--- src/rtl/jtdsp16_sdeser.sv ---
// rtl/jtdsp16_sdeser.sv - DSP16 serial output port receiver, left/right sample deserializer
module jtdsp16_sdeser #(
    parameter logic [7:0] LCHAN = 8'h00,
    parameter logic [7:0] RCHAN = 8'h01
) (
    input  logic        clk,
    input  logic        rst_n,
    input  logic        cen,
    input  logic        ock,
    input  logic        sdin,
    input  logic        old,
    input  logic        sadd,
    output logic [15:0] left,
    output logic [15:0] right,
    output logic        sample_ok,
    output logic [7:0]  word_addr,
    output logic        frame_err
);

    localparam logic [1:0] ST_IDLE  = 2'd0;
    localparam logic [1:0] ST_SHIFT = 2'd1;
    localparam logic [1:0] ST_DONE  = 2'd2;
    localparam logic [1:0] ST_WAIT  = 2'd3;

    logic [1:0]  state_q,     state_d;
    logic [4:0]  bit_cnt_q,   bit_cnt_d;
    logic [15:0] data_sh_q,   data_sh_d;
    logic [7:0]  addr_sh_q,   addr_sh_d;
    logic [15:0] left_q,      left_d;
    logic [15:0] right_q,     right_d;
    logic [7:0]  word_addr_q, word_addr_d;
    logic        sample_ok_q, sample_ok_d;
    logic        frame_err_q, frame_err_d;
    logic        lseen_q,     lseen_d;
    logic        rseen_q,     rseen_d;
    logic        last_ock_q;
    logic        ock_rise;

    // OCK rising edge as seen in the cen domain
    always_comb begin
        ock_rise = ock & ~last_ock_q;
    end

    // Frame FSM, shifters, commit and left/right pairing (next state assuming cen is high)
    always_comb begin
        state_d     = state_q;
        bit_cnt_d   = bit_cnt_q;
        data_sh_d   = data_sh_q;
        addr_sh_d   = addr_sh_q;
        left_d      = left_q;
        right_d     = right_q;
        word_addr_d = word_addr_q;
        sample_ok_d = 1'b0;
        frame_err_d = frame_err_q;
        lseen_d     = lseen_q;
        rseen_d     = rseen_q;

        case (state_q)
            ST_IDLE: begin
                // The start rise only marks the frame; nothing is captured on it.
                if (ock_rise && !old) begin
                    state_d   = ST_SHIFT;
                    bit_cnt_d = 5'd0;
                end
            end
            ST_SHIFT: begin
                if (ock_rise) begin
                    if (old) begin
                        // OLD rising before 16 captures aborts the word.
                        state_d     = ST_IDLE;
                        bit_cnt_d   = 5'd0;
                        frame_err_d = 1'b1;
                    end else begin
                        data_sh_d = {data_sh_q[14:0], sdin};
                        if (bit_cnt_q < 5'd8) begin
                            addr_sh_d = {addr_sh_q[6:0], sadd};
                        end
                        bit_cnt_d = bit_cnt_q + 5'd1;
                        if (bit_cnt_q == 5'd15) begin
                            state_d = ST_DONE;
                        end
                    end
                end
            end
            ST_DONE: begin
                word_addr_d = addr_sh_q;
                if (addr_sh_q == LCHAN) begin
                    left_d  = data_sh_q;
                    lseen_d = 1'b1;
                end else if (addr_sh_q == RCHAN) begin
                    right_d = data_sh_q;
                    rseen_d = 1'b1;
                end
                state_d = ST_WAIT;
            end
            default: begin
                // Hold off until OLD goes high so the trailing low phase is not a new start.
                if (old) begin
                    state_d = ST_IDLE;
                end
            end
        endcase

        // Pair completes in the same cycle the second register loads.
        if (lseen_d && rseen_d) begin
            sample_ok_d = 1'b1;
            lseen_d     = 1'b0;
            rseen_d     = 1'b0;
        end
    end

    // State registers; everything, including edge detect, freezes while cen is low
    always_ff @(posedge clk or negedge rst_n) begin
        if (!rst_n) begin
            state_q     <= ST_IDLE;
            bit_cnt_q   <= 5'd0;
            data_sh_q   <= 16'd0;
            addr_sh_q   <= 8'd0;
            left_q      <= 16'd0;
            right_q     <= 16'd0;
            word_addr_q <= 8'hFF;
            sample_ok_q <= 1'b0;
            frame_err_q <= 1'b0;
            lseen_q     <= 1'b0;
            rseen_q     <= 1'b0;
            last_ock_q  <= 1'b0;
        end else if (cen) begin
            state_q     <= state_d;
            bit_cnt_q   <= bit_cnt_d;
            data_sh_q   <= data_sh_d;
            addr_sh_q   <= addr_sh_d;
            left_q      <= left_d;
            right_q     <= right_d;
            word_addr_q <= word_addr_d;
            sample_ok_q <= sample_ok_d;
            frame_err_q <= frame_err_d;
            lseen_q     <= lseen_d;
            rseen_q     <= rseen_d;
            last_ock_q  <= ock;
        end
    end

    assign left      = left_q;
    assign right     = right_q;
    assign word_addr = word_addr_q;
    assign sample_ok = sample_ok_q;
    assign frame_err = frame_err_q;

endmodule

--- config.mk ---
export PLATFORM = sky130hd
export DESIGN_NAME = jtdsp16_sdeser
export DESIGN_NICKNAME = d
export VERILOG_FILES = /design/src/rtl/jtdsp16_sdeser.sv
export SDC_FILE = /design/constraint.sdc
export NUM_CORES = 1
export LEC_CHECK = 0
export CORE_AREA = 5 5 92 103
export DETAILED_ROUTE_END_ITERATION = 7
export DIE_AREA = 0 0 97 108
export PLACE_DENSITY = 0.65
export SYNTH_ARGS = -nofsm -noshare
export SYNTH_HDL_FRONTEND = slang
export SYNTH_SLANG_ARGS = --single-unit
export TNS_END_PERCENT = 5
--- constraint.sdc ---
create_clock -name clk -period 3.8 [get_ports clk]
set_input_delay 0.38 -clock clk [delete_from_list [all_inputs] [get_ports clk]]
set_output_delay 0.38 -clock clk [all_outputs]
set_load 0.1 [all_outputs]
==> impl_metrics.yaml <==
cts:
  htree_levels: 3
  cts_hold_buffers: 0
  post_cts_resized: 0
  clockBufferDepth: 2
  cts_tree: "built"
  cts_root_buf: "clkbuf_8"
  cts.sinks: 76
  clkTransAtPathRegs_ns: 0.08
  clock_latency_ns: 0.34
  numCtsBuffers: 9
  cts_setup_buffers: 0
sta:
  slew_headroom_pct: 33.58
  min_period_ns: 2.394
  finalHoldViolCount: 0
  setup_tns_ns: 0
  finalSetupViolCount: 0
  fin_crit_sh_pct: 62.99
  drv_slew: 0
  finClkSkew_ns: 0.008434
  setup_ws_ns: 1.406
  worst_slew_pin_slew_ns: 0.9931
  max_freq_ghz: 0.4178
  rsz0062_at_grt: "false"
power:
  p_leak_nw: 1.890
  switching_power_mw: 0.5149
  p_int_mw: 1.322
  switching_share_pct: 28.03
  p_per_area_nw_per_um2: 459.9
  power_frac_clock_pct: 32.2
  pwr-share-seq_pct: 52.9
  p_comb_share_pct: 14.9
  total_power_mw: 1.837
  ir_drop_mv: 0.1881
place:
  hpwl_mm: 3.865
  io_buffers: 48
  place_congestion: 0.7729
  pre_cts_slack_ns: 1.200
grt:
  antenna_found_initial: 0
  grt_usage_pct: 11.50
  grt_pass1_wl_mm: 9.494
  grt_pass1_vias: 1886
  grt_max_degree: 77
  grt-ovfl-total: 0
routing:
  vias: 1884
  dr.pass1.iters: 4
  wl_mm: 5.760
  routedWlPerCell_um: 14.77
  drc: 0
  viasPerCell: 4.831
  first_iter_violations: 58
  ant_nets: 0
synth:
  synth_top_family_by_area: "multiplexers"
  synth-simple-area-share_pct: 11.40
  yosysUniqueCellTypes: 41
  postSynth.asyncResetShare_pct: 100.0
  yosys_warnings: 0
  netlist.area_leader.share_pct: 52.39
  synth_fa_ha_area_share_pct: 0.7704
  synth_compound_area_share_pct: 4.045
  ys_seq_area_share_pct: 58.86
  synthCells: 224
  synth_xor_area_share_pct: 0
  synth_mux_area_share_pct: 22.30
  synth-main-ff-cell: "dfrtp_1"
  synth_edf_count: 0
  syn-num-nets: 233
  postSynthAreaPerCell_um2: 14.50
  ys_ff_latch: 76
  synth_top_area_cell: "dfrtp_1"
  synth.cell_area_um2: 3248
  synth_area_leaders: "dfrtp_1 (52%), mux2_4 (12%), mux2_2 (11%)"
layout:
  nFillCells: 732
  fin_nets: 285
  multi_input_area_um2: 1251
  seq_area_um2: 1912
  drive_gt1_share_pct: 31.54
  diodes: 0
  area_growth_pct: 23.00
critical_path:
  end_kind: "primary output"
  timing.rr.end: "left[8]"
  timing.rr.start: "state_q[0]"
  crit_fanout: 2
  critPathSlowestCell: "clkdlybuf4s50_1"
  start_kind: "flip-flop"
  path_class: "flip-flop to primary output"
  crit_buf_inv: 1
  critical_path.top_delay_family: "buffers and inverters"
  crit_path_max_incr_delay_ns: 1.14
  worstRegToRegCells: 3
  arrival_ns: 2.01
  r2r_setup_slack_ns: 1.83
  required_ns: 3.42
  path_cells: "clkdlybuf4s50_1"
floorplan:
  start_util_pct: 39.24
  die_y_um: 108
  chipWidth_um: 97
  pin_count: 49
  core_area_um2: 8277
  rows: 35
  die_area_um2: 10480
hold_path:
  hold_path_class: "primary input to asynchronous set/reset pin"
status:
  run_status: "finished clean"
run:
  maxCapViolations: 0
[power groups by stage]
stage	Combinational [mW]	Clock (mW)	Sequential (mW)
6_report	0.274	0.592	0.972
3_3_place_gp	0.272	0	0.984
4_1_cts	0.278	0.615	0.971
5_1_grt	0.296	0.645	0.986
2_1_floorplan	0.172	0	1.01
3_5_place_dp	0.277	0	0.987
[cell usage in the layout, fill, tap and decap left out, types with 3 or more instances in the layout]
master,count
clkbuf_8,10
clkdlybuf4s50_1,47
dfrtp_1,68
dfstp_2,8
inv_1,5
mux2_2,31
mux2_4,25
nand2_1,25
nand2b_1,5
nand3_1,3
nor2_1,4
nor2b_1,3
o21ai_0,4
[metrics by stage]
stage / hold slack (ns) / area, um^2 / instances / util [%]
3_5_place_dp: 0.4477 / 3806 / 376 / 45.99
6_report: 0.1592 / 3995 / 390 / 48.27
4_1_cts: 0.2036 / 3995 / 390 / 48.27
3_3_place_gp: 0.4471 / 3806 / 376 / 45.99
5_1_grt: 0.2411 / 3995 / 390 / 48.27
2_1_floorplan: 0.08441 / 3248 / 224 / -
[logic make-up (layout without fill, tap and decap cells)]
kind of cell    count (synthesis)  in the layout
compound gates                 19             19
flops                          76             76
simple gates                   58             58
fa+ha+maj                       2              2
mux                            56             56
buf+inv                        13             68
[area by class of cell]
class / instances / share of cell area, %
Clock buffer: 10 / 3.445
Clock inverter: 4 / 1.284
Inverter: 5 / 0.4698
Multi-Input combinational cell: 135 / 31.32
Sequential cell: 76 / 47.85
Tap cell: 111 / 3.476
Timing Repair Buffer: 49 / 12.15
[worst max path at each step]
| stage | start | to | slack (ns) | cells past startpoint |
|---|---|---|---|---|
| after floorplan | state_q[1] | addr_sh_q[0] | 2.11 | 5 |
| after global placement | cen | left[9] | 1.26 | 4 |
| after detailed placement | cen | left[8] | 1.20 | 4 |
| after CTS | word_addr[2] | word_addr[2] | 1.38 | 1 |
| after global routing | word_addr[7] | word_addr[7] | 1.37 | 1 |
| final | word_addr[2] | word_addr[2] | 1.41 | 1 |
[cell usage after synthesis (all sizes together), types with 2 or more instances]
cell type	number
a21oi	2
a22o	2
and2	2
and3	2
buf	7
dfrtp	68
dfstp	8
ha	2
inv	5
mux2	56
nand2	25
nand2b	5
nand3	3
nand4	3
nor2	4
nor2b	3
o211ai	2
o21ai	4
o22ai	2
or2	2
[state kept, by name (all words and copies together) (netlist names)]
register,flops
addr_sh_q,8
bit_cnt_q,5
data_sh_q,16
frame_err,1
last_ock_q,1
left,16
lseen_q,1
right,16
rseen_q,1
sample_ok,1
state_q,2
word_addr,8
[layer usage]
metal | global-route usage (%) | part of all wire (%)
met5 | 0 | 0
met4 | 6.620 | 2.5
met1 | 14.51 | 45
met2 | 18.05 | 48
met3 | 2.903 | 3.9
Note: power is estimated with default switching activity, not from simulation.
